**config.mk**
```make
export PLATFORM = sky130hd
export DESIGN_NAME = uart_sram_loader
export DESIGN_NICKNAME = d
export VERILOG_FILES = /design/src/rtl/uart_sram_loader_pkg.sv /design/src/rtl/uart_sram_loader_acia_bus_master.sv /design/src/rtl/uart_sram_loader.sv
export SDC_FILE = /design/constraint.sdc
export NUM_CORES = 1
export LEC_CHECK = 0
export CAP_MARGIN = 20
export CORE_MARGIN = 2
export CORE_UTILIZATION = 50
export CTS_CLUSTER_SIZE = 28
export DETAILED_ROUTE_END_ITERATION = 7
export PLACE_DENSITY = 0.84
export SETUP_SLACK_MARGIN = 0.1
export SYNTH_ARGS = -nofsm -noshare
export SYNTH_HDL_FRONTEND = slang
export SYNTH_SLANG_ARGS = --single-unit
export TNS_END_PERCENT = 5
```
**constraint.sdc**
```tcl
create_clock -name clk -period 1.86 [get_ports clk]
set_input_delay 0.372 -clock clk [delete_from_list [all_inputs] [get_ports clk]]
set_output_delay 0.372 -clock clk [all_outputs]
set_load 0.005 [all_outputs]
```
**src/rtl/uart_sram_loader_pkg.sv**
```systemverilog
// uart_sram_loader_pkg: ACIA register selects, status bits, opcodes and state encodings
package uart_sram_loader_pkg;
   localparam logic       RS_STAT  = 1'b0;
   localparam logic       RS_DATA  = 1'b1;
   localparam int         ST_RDRF  = 0;
   localparam int         ST_TDRE  = 1;
   localparam logic [7:0] OP_WRITE = 8'h57;
   localparam logic [7:0] OP_READ  = 8'h52;
   typedef enum logic [3:0] {
      INIT, POLL_RX, GET_RX, CMD, ADDR_HI, ADDR_LO, LEN, WR_MEM, RD_MEM, POLL_TX, PUT_TX
   } state_t;
   typedef enum logic [1:0] {BM_IDLE, BM_STROBE, BM_CAPTURE} bm_phase_t;
   function automatic logic [8:0] frame_len(input logic [7:0] b);
      return (b == 8'h00) ? 9'd256 : {1'b0, b};
   endfunction
endpackage

```
**src/rtl/uart_sram_loader_acia_bus_master.sv**
```systemverilog
// acia_bus_master: one ACIA access per request with a single-cycle strobe and a done pulse
module acia_bus_master
   import uart_sram_loader_pkg::*;
(
   input  logic       clk,
   input  logic       reset,
   input  logic       req,
   input  logic       we,
   input  logic       rs,
   input  logic [7:0] wdata,
   output logic       done,
   output logic [7:0] rdata,
   output logic       acia_cs,
   output logic       acia_we,
   output logic       acia_rs,
   output logic [7:0] acia_din,
   input  logic [7:0] acia_dout
);
   bm_phase_t ph;
   // Launch on an idle request, strobe one cycle, capture read data the cycle after the strobe
   always_ff @(posedge clk or negedge reset) begin
      if (!reset) begin
         ph       <= BM_IDLE;
         done     <= 1'b0;
         rdata    <= 8'h00;
         acia_cs  <= 1'b0;
         acia_we  <= 1'b0;
         acia_rs  <= 1'b0;
         acia_din <= 8'h00;
      end else begin
         done    <= 1'b0;
         acia_cs <= 1'b0;
         case (ph)
            BM_IDLE: if (req && !done) begin
               ph      <= BM_STROBE;
               acia_cs <= 1'b1;
               acia_we <= we;
               acia_rs <= rs;
               if (we) acia_din <= wdata;
            end
            BM_STROBE: ph <= BM_CAPTURE;
            default: begin
               ph   <= BM_IDLE;
               done <= 1'b1;
               if (!acia_we) rdata <= acia_dout;
            end
         endcase
      end
   end
endmodule

```
**src/rtl/uart_sram_loader.sv**
```systemverilog
// uart_sram_loader: serial command sequencer that writes/reads SRAM through an ACIA
module uart_sram_loader
   import uart_sram_loader_pkg::*;
#(
   parameter logic [7:0] INIT_CTRL = 8'h15,
   parameter logic [7:0] ACK_BYTE  = 8'h2E
)(
   input  logic        clk,
   input  logic        reset,
   output logic        acia_cs,
   output logic        acia_we,
   output logic        acia_rs,
   output logic [7:0]  acia_din,
   input  logic [7:0]  acia_dout,
   output logic        sram_oe,
   output logic        sram_we,
   output logic [15:0] addr,
   output logic [7:0]  sram_dout,
   input  logic [7:0]  sram_din,
   output logic        busy
);
   state_t     state, state_d, ret;
   logic       bm_req, bm_we, bm_rs, bm_done, op_rd;
   logic [7:0] bm_wdata, bm_rdata, rxb, txb;
   logic [8:0] cnt;
   logic [1:0] rd_wait;

   acia_bus_master u_bm (
      .clk(clk), .reset(reset), .req(bm_req), .we(bm_we), .rs(bm_rs), .wdata(bm_wdata),
      .done(bm_done), .rdata(bm_rdata), .acia_cs(acia_cs), .acia_we(acia_we),
      .acia_rs(acia_rs), .acia_din(acia_din), .acia_dout(acia_dout)
   );

   // State register
   always_ff @(posedge clk or negedge reset) begin
      if (!reset) state <= INIT;
      else state <= state_d;
   end

   // Next state and ACIA access request for the current state
   always_comb begin
      state_d  = state;
      bm_req   = 1'b0;
      bm_we    = 1'b0;
      bm_rs    = RS_STAT;
      bm_wdata = txb;
      case (state)
         INIT: begin
            bm_req   = 1'b1;
            bm_we    = 1'b1;
            bm_wdata = INIT_CTRL;
            if (bm_done) state_d = POLL_RX;
         end
         POLL_RX: begin
            bm_req = 1'b1;
            if (bm_done && bm_rdata[ST_RDRF]) state_d = GET_RX;
         end
         GET_RX: begin
            bm_req = 1'b1;
            bm_rs  = RS_DATA;
            if (bm_done) state_d = ret;
         end
         CMD, ADDR_HI, ADDR_LO: state_d = POLL_RX;
         LEN: state_d = op_rd ? RD_MEM : POLL_RX;
         WR_MEM: state_d = (cnt == 9'd1) ? POLL_TX : POLL_RX;
         RD_MEM: state_d = (rd_wait == 2'd3) ? POLL_TX : RD_MEM;
         POLL_TX: begin
            bm_req = 1'b1;
            if (bm_done && bm_rdata[ST_TDRE]) state_d = PUT_TX;
         end
         PUT_TX: begin
            bm_req = 1'b1;
            bm_we  = 1'b1;
            bm_rs  = RS_DATA;
            if (bm_done) state_d = (op_rd && cnt != 9'd0) ? RD_MEM : POLL_RX;
         end
         default: state_d = INIT;
      endcase
   end

   // Frame field capture, SRAM strobes, address stepping and byte counting
   always_ff @(posedge clk or negedge reset) begin
      if (!reset) begin
         ret       <= CMD;
         rxb       <= 8'h00;
         txb       <= 8'h00;
         cnt       <= 9'd0;
         rd_wait   <= 2'd0;
         op_rd     <= 1'b0;
         busy      <= 1'b0;
         addr      <= 16'h0000;
         sram_dout <= 8'h00;
         sram_we   <= 1'b0;
         sram_oe   <= 1'b0;
      end else begin
         sram_we <= 1'b0;
         if (sram_we) addr <= addr + 16'd1;
         case (state)
            GET_RX: if (bm_done) rxb <= bm_rdata;
            CMD: if (rxb == OP_WRITE || rxb == OP_READ) begin
               busy  <= 1'b1;
               op_rd <= (rxb == OP_READ);
               ret   <= ADDR_HI;
            end
            ADDR_HI: begin
               addr[15:8] <= rxb;
               ret        <= ADDR_LO;
            end
            ADDR_LO: begin
               addr[7:0] <= rxb;
               ret       <= LEN;
            end
            LEN: begin
               cnt <= frame_len(rxb);
               ret <= WR_MEM;
            end
            WR_MEM: begin
               sram_dout <= rxb;
               sram_we   <= 1'b1;
               cnt       <= cnt - 9'd1;
               if (cnt == 9'd1) txb <= ACK_BYTE;
            end
            RD_MEM: begin
               rd_wait <= rd_wait + 2'd1;
               sram_oe <= (rd_wait != 2'd3);
               if (rd_wait == 2'd3) begin
                  txb  <= sram_din;
                  cnt  <= cnt - 9'd1;
                  addr <= addr + 16'd1;
               end
            end
            PUT_TX: if (bm_done && !(op_rd && cnt != 9'd0)) begin
               busy  <= 1'b0;
               op_rd <= 1'b0;
               ret   <= CMD;
            end
            default: ;
         endcase
      end
   end
endmodule

```
==> impl_results.md, run 1 <==
- Initial antenna violation count: 0
- EDFF count, synth: 0
- GRT Total Usage: 0.271
- First-pass GRT wire length: 18.9 mm
- Vias in the first global route: 3,919
- Static Leak: 2.45 nW
- CP startpoint: addr[7]
- Final hold viol count: 0
- Pwr/cell area: 1080 mW/mm²
- CP Max Fanout: 6
- Port-buffer cells: 55
- Slew HR: 0.666
- Clk pwr share: 0.195
- Switching share of power: 0.349
- Top FF cell, synth: dfrtp_1
- Placement Rows: 33
- Uppermost layer routed: met4
- Slew Limit Fails: 0
- Chip Width: 95.6 µm
- Worst-path clk slew: 0.09 ns
- Crit path largest cell delay: 0.50 ns
- Critical path class: flip-flop to output pin
- CP max stage cell: clkdlybuf4s50_1
- Hold path startpoint: u_bm.ph[1]
- DRT iter0 DRCs: 449
- Die height: 95.6 µm
- Commonest cells after routing, fill and taps aside: dfrtp_1, buf_4, nand2_1
- Netlist cell types: 65
- Area after DPL: 0.00527 mm²
- Met2 Wirelength: 5.73 mm
- Max IR drop VDD: 0.728 mV
- Worst Hold Class: flip-flop to flip-flop
- RSZ-0062 raised after global routing: true
- Gate count of the mapped netlist: 435
- Clock root buffer: clkbuf_8
- DRT antenna net count: 0
- Hold slack final: 0.445 ns
- Reg2reg start: cnt[5]
- M1 WL: 4.57 mm
- Syn nets: 458
- Outcome: completed
- Internal power: 3.95 mW
- P&R area growth vs syn: 34.2%
- CP endpoint kind: output pin
- Nets: 568
- Final HPWL DP: 8.40 mm
- Via density: 6.05
- Via count: 3,963
- CP cell instances: buf_4 > clkdlybuf4s50_1
- CTS H-tree lvls: 3
- Die ar.: 0.00914 mm²
- CP startpoint kind: flip-flop
- First drt pass iteration count: 5
- Share of layout cells above drive strength 1: 0.249
- Worst path required time: 1.49 ns
- CTS buffer count: 9
- Delay-heaviest family, CP: buffers and inverters
- Yosys warnings: 0
- Worst Tran Pin Value: 0.497 ns
- Ys async rst share: 1.00
- Drt drc: 0
- Area leader, netlist: dfrtp_1
- Detailed Route WL: 11.6 mm
- Final Critical Period: 1.79 ns
- Switching pwr: 2.12 mW
- CTS tree: built
- # diodes: 0
- Clock tree buffer depth: 2
- Flop pwr share: 0.400
- Final instance area: 0.00563 mm²
- Initial core utilization: 0.513
- Largest net degree at the start of global routing: 40
- Sequential area share after synthesis: 0.502
- Top-area cell type share of the netlist area: 0.489
- Fmax: 558 MHz
- Tcrit/Tclk final: 0.963
- Clock Sinks: 84
- Worst Path Buf+Inv: 2
- Gate power share: 0.405
- Arrival time worst endpoint: 1.42 ns
- Core ar.: 0.00818 mm²
- Setup violators final: 0
- Wire length per cell: 17.7 µm
- Largest cells by area after synthesis: dfrtp_1, nand2_1, mux2_2, o21ai_0, nor2_1
- Metal3 WL: 885 µm
- Cell Area, Synth: 0.00419 mm²
- IO Pins: 56
- Clock Skews: 0.00975 ns
- GRT Residual Overflow: 0
- Commonest non-fill, non-tap cell in the layout: dfrtp_1
- Synthesis-stage register bit count: 84
- Filler cells: 608
- GPL Wtd Cong: 0.961
- Max-Cap Viols: 0
- Syn Area/Cell: 9.64 µm²
- Clock latency at the later pin of the worst-skew pair: 0.37 ns
==> worst paths after layout <==
| kind | end | slack (ns) | depth (start not counted) |
|---|---|---|---|
| setup / recovery | addr[7] | 0.07 | 2 |
| hold / removal | u_bm.done | 0.45 | 0 |
| setup reg to reg | op_rd | 0.08 | 6 |
| hold reg to reg | u_bm.done | 0.45 | 0 |
| max in group asynchronous | ret[1] | 0.75 | 3 |
| min in group asynchronous | txb[5] | 0.46 | 2 |
==> Yosys cell counts, drive strengths merged (8+ instances only) <==
master and count:
dfrtp 82, nand2 66, nor2 32, o21ai 32
a21oi 19, nand3 19, mux2 18, inv 16
nor3 13, buf 12, clkbuf 12, nor2b 10
nor4 8
==> layout make-up <==
class	count	area (µm²)	share of cell area
Clock buffer	10	128	0.0227
Clock inverter	6	48.8	0.00867
Multi-Input combinational cell	311	2040	0.363
Tap cell	105	131	0.0233
Sequential cell	84	2110	0.374
Inverter	16	60.1	0.0107
Timing Repair Buffer	123	1110	0.197
==> power groups by stage <==
stage / clock network [mW] / logic [mW] / registers, mW
2_1_floorplan: 0 / 1.21 / 2.45
3_3_place_gp: 0 / 2.24 / 2.43
3_5_place_dp: 0 / 2.29 / 2.46
4_1_cts: 1.21 / 2.33 / 2.43
5_1_grt: 1.30 / 2.67 / 2.48
6_report: 1.18 / 2.46 / 2.43
==> metrics by stage <==
step | setup TNS [ns] | utilization | worst slack (ns) | cells | total power [mW]
4_1_cts | 0 | 0.671 | 0.0470 | 647 | 5.98
3_5_place_dp | -0.0907 | 0.644 | -0.0273 | 630 | 4.75
3_3_place_gp | 0 | 0.644 | 0.0601 | 630 | 4.68
6_report | 0 | 0.689 | 0.0694 | 655 | 6.07
2_1_floorplan | 0 | - | 0.0886 | 435 | 3.66
5_1_grt | -0.0165 | 0.689 | -0.0165 | 655 | 6.44
==> state kept, by name (all words and copies together) (netlist names), 4 cells and up <==
name,flops
state,4
cnt,9
u_bm.rdata,8
rxb,8
addr,16
txb,8
sram_dout,8
u_bm.acia_din,8
==> cell families after synthesis <==
kind of cell,Yosys count,synth area share
AO/OA/AOI/OAI,108,0.173
XOR/XNOR,6,0.0125
adder cells (fa/ha/maj),5,0.0149
buffers and inverters,40,0.0400
flip-flops,84,0.502
multiplexers,18,0.0483
AND/OR/NAND/NOR,174,0.210
==> what timing repair did <==
| item | in CTS | in global routing |
|---|---|---|
| hold endpoints to repair | 25 | 0 |
| buffers inserted | 0 | 8 |
| gates resized for setup | 9 | 21 |
| endpoints found under the setup margin | 49 | 60 |
| hold buffers | 1 | 0 |
| pin swaps | 0 | 7 |
==> routing by layer <==
layer / track usage / vias up
met5: 0 / -
met4: 0.144 / 0
met3: 0.0387 / 40
met2: 0.445 / 212
met1: 0.347 / 1919
li1: - / 1792
Note: power is estimated with default switching activity, not from simulation.
==> inputs of run 2 (changes only) <==
--- a/config.mk
+++ b/config.mk
@@ -8,7 +8,7 @@
 export CAP_MARGIN = 20
 export CORE_MARGIN = 2
 export CORE_UTILIZATION = 50
-export CTS_CLUSTER_SIZE = 28
+export CTS_CLUSTER_SIZE = 8
 export DETAILED_ROUTE_END_ITERATION = 7
 export PLACE_DENSITY = 0.84
 export SETUP_SLACK_MARGIN = 0.1
==> results of run 2 <==
Final layout, timing and power as in run 1 (identical DEF).
==> inputs of run 3 (changes only) <==
--- a/config.mk
+++ b/config.mk
@@ -5,6 +5,7 @@
 export SDC_FILE = /design/constraint.sdc
 export NUM_CORES = 1
 export LEC_CHECK = 0
+export ABC_AREA = 1
 export CAP_MARGIN = 20
 export CORE_MARGIN = 2
 export CORE_UTILIZATION = 50
==> run 3 against run 2 <==
Against the previous run: die area grew 5.6%; total power increased by 30%; via count increased by 8.8%; worst hold slack got worse by 0.0078 ns; sequential power up 29%; setup slack gained 0.036 ns; sequential share of layout area rose by 1.4 points; cell count up 17%; clock skew increased by 0.0042 ns; register-to-register slack gained 0.04 ns; sequential cell count is the same; largest cell class unchanged.
==> impl_results.md, run 3 <==
- Ys async rst share: 1.00
- Worst-path clk slew: 0.08 ns
- Core ar.: 0.00868 mm²
- Largest cells by area after synthesis: dfrtp_1, nand2_1, nand3_1, inv_1, o21ai_0
- Clock tree buffer depth: 2
- CTS buffer count: 9
- CP endpoint: addr[11]
- Met2 Wirelength: 5.40 mm
- Critical path class: flip-flop to output pin
- Largest Register: addr
- First drt pass iteration count: 5
- Pwr/cell area: 1460 mW/mm²
- Largest net degree at the start of global routing: 45
- Final hold viol count: 0
- CTS H-tree lvls: 3
- Setup TNS: 0 ns
- CP max stage cell: clkdlybuf4s50_1
- Setup WS post-layout: 0.105 ns
- Area leader, netlist: dfrtp_1
- Initial antenna violation count: 0
- Most frequent cell after synthesis: nand2_1
- Filler cells: 741
- Commonest non-fill, non-tap cell in the layout: nand2_1
- R2R Path End: cnt[7]
- Top-area cell type share of the netlist area: 0.462
- Delay-heaviest family, CP: buffers and inverters
- Crit path largest cell delay: 0.55 ns
- Netlist cell types: 37
- Detailed Route WL: 11.7 mm
- Reg2reg start: state[3]
- Cell Area, Synth: 0.00444 mm²
- IO Pins: 56
- Syn nets: 607
- Wire length per cell: 15.3 µm
- Final HPWL DP: 8.76 mm
- Drt drc: 0
- M1 WL: 5.16 mm
- Initial core utilization: 0.512
- GRT Residual Overflow: 0
- Gate count of the mapped netlist: 584
- # diodes: 0
- CP startpoint: addr[11]
- GPL Wtd Cong: 0.924
- Via count: 4,311
- Worst Path Buf+Inv: 1
- Uppermost layer routed: met4
- Placement Rows: 34
- Setup violators final: 0
- CP endpoint kind: output pin
- CP Max Fanout: 7
- Reg2reg setup slack: 0.12 ns
- Nets: 677
- DRT antenna net count: 0
- Slew HR: 0.658
- Die height: 98.2 µm
- Final Critical Period: 1.75 ns
- Share of layout cells above drive strength 1: 0.0986
- Port-buffer cells: 55
- P&R area growth vs syn: 22.2%
- Worst slack, placed: 0.131 ns
- GRT Total Usage: 0.250
- Clock Skews: 0.0139 ns
- Chip Width: 98.2 µm
- Die ar.: 0.00965 mm²
- Most common library cells after synthesis: nand2_1, dfrtp_1, inv_1
- Yosys warnings: 0
- Metal3 WL: 889 µm
- Total power draw: 7.91 mW
- First-pass GRT wire length: 19.3 mm
- CP startpoint kind: flip-flop
- CTS tree: built
- Worst Tran Pin Value: 0.513 ns
- Worst reg2reg path depth: 8
- Hold slack final: 0.438 ns
- Sequential area share after synthesis: 0.474
- Via density: 5.62
- Max-Cap Viols: 0
- Vias in the first global route: 3,956
- Worst path required time: 1.49 ns
- RSZ-0062 raised after global routing: true
- Fmax: 570 MHz
- Synthesis-stage register bit count: 84
- EDFF count, synth: 0
- Worst path depth: 1
- Largest registers: addr: 16 flops, cnt: 9 flops
- Clock root buffer: clkbuf_8
- Syn Area/Cell: 7.60 µm²
- Arrival time worst endpoint: 1.38 ns
- Max reg flops: 16
- Commonest cells after routing, fill and taps aside: nand2_1, dfrtp_1, inv_1
- Top FF cell, synth: dfrtp_1
- Static Leak: 2.70 nW
- Worst Hold Class: input pin to async pin
- Clock latency at the later pin of the worst-skew pair: 0.36 ns
- Slew Limit Fails: 0
- DRT iter0 DRCs: 394
- CP cell instances: clkdlybuf4s50_1
- Max IR drop VDD: 0.814 mV
- Tcrit/Tclk final: 0.943
- Clock Sinks: 84
- Outcome: completed
run 3: timing repair:
| action | 4_1_cts | 5_1_grt |
|---|---|---|
| buffers inserted | 0 | 2 |
| setup endpoints to repair | 0 | 44 |
| resized for setup | 0 | 7 |
| hold buffers | 1 | 0 |
| endpoints found under the hold margin | 17 | 0 |
run 3: worst min path at each step:
stage                     startpoint         end  cells past startpoint
after CTS                      reset  u_bm.ph[1]                      2
after global placement         reset  u_bm.ph[0]                      1
final                          reset      cnt[1]                      2
after global routing           reset   u_bm.done                      2
after floorplan                reset     addr[0]                      0
after detailed placement       reset  u_bm.ph[1]                      1
run 3: kinds of logic after synthesis:
kind of cell	synth area share
compound gates	0.129
xor+xnor	0.00987
fa+ha+maj	0.0141
buf+inv	0.0744
flops	0.474
mux	0.00254
simple gates	0.296
run 3: cell type report:
| type | count | area, µm² | share of cell area |
|---|---|---|---|
| sequential | 84 | 2110 | 0.388 |
| multi-input combinational | 416 | 2020 | 0.372 |
| timing repair buffer | 70 | 688 | 0.127 |
| inverter | 73 | 274 | 0.0505 |
| clock buffer | 11 | 141 | 0.0261 |
| tap | 108 | 135 | 0.0249 |
| clock inverter | 5 | 60.1 | 0.0111 |
run 3: metrics by stage:
| stage | instance area (µm²) | instances | utilization |
|---|---|---|---|
| after detailed placement | 5170 | 748 | 0.596 |
| after global routing | 5430 | 767 | 0.625 |
| after global placement | 5170 | 748 | 0.596 |
| after CTS | 5380 | 765 | 0.620 |
| after floorplan | 4440 | 584 | - |
| final | 5430 | 767 | 0.625 |
run 3: where the power goes:
part	leakage, nW	total [mW]	internal (mW)	switching, mW
Combinational	1.51	3.44	1.48	1.96
Clock	0.0999	1.33	0.663	0.666
Sequential	1.08	3.14	2.49	0.645
Total	2.70	7.91	4.63	3.28
run 3: routing by layer:
| metal | GRT usage | vias up |
|---|---|---|
| met5 | 0 | - |
| met4 | 0.0854 | 0 |
| met3 | 0.0451 | 32 |
| met2 | 0.392 | 209 |
| met1 | 0.355 | 2029 |
| li1 | - | 2041 |
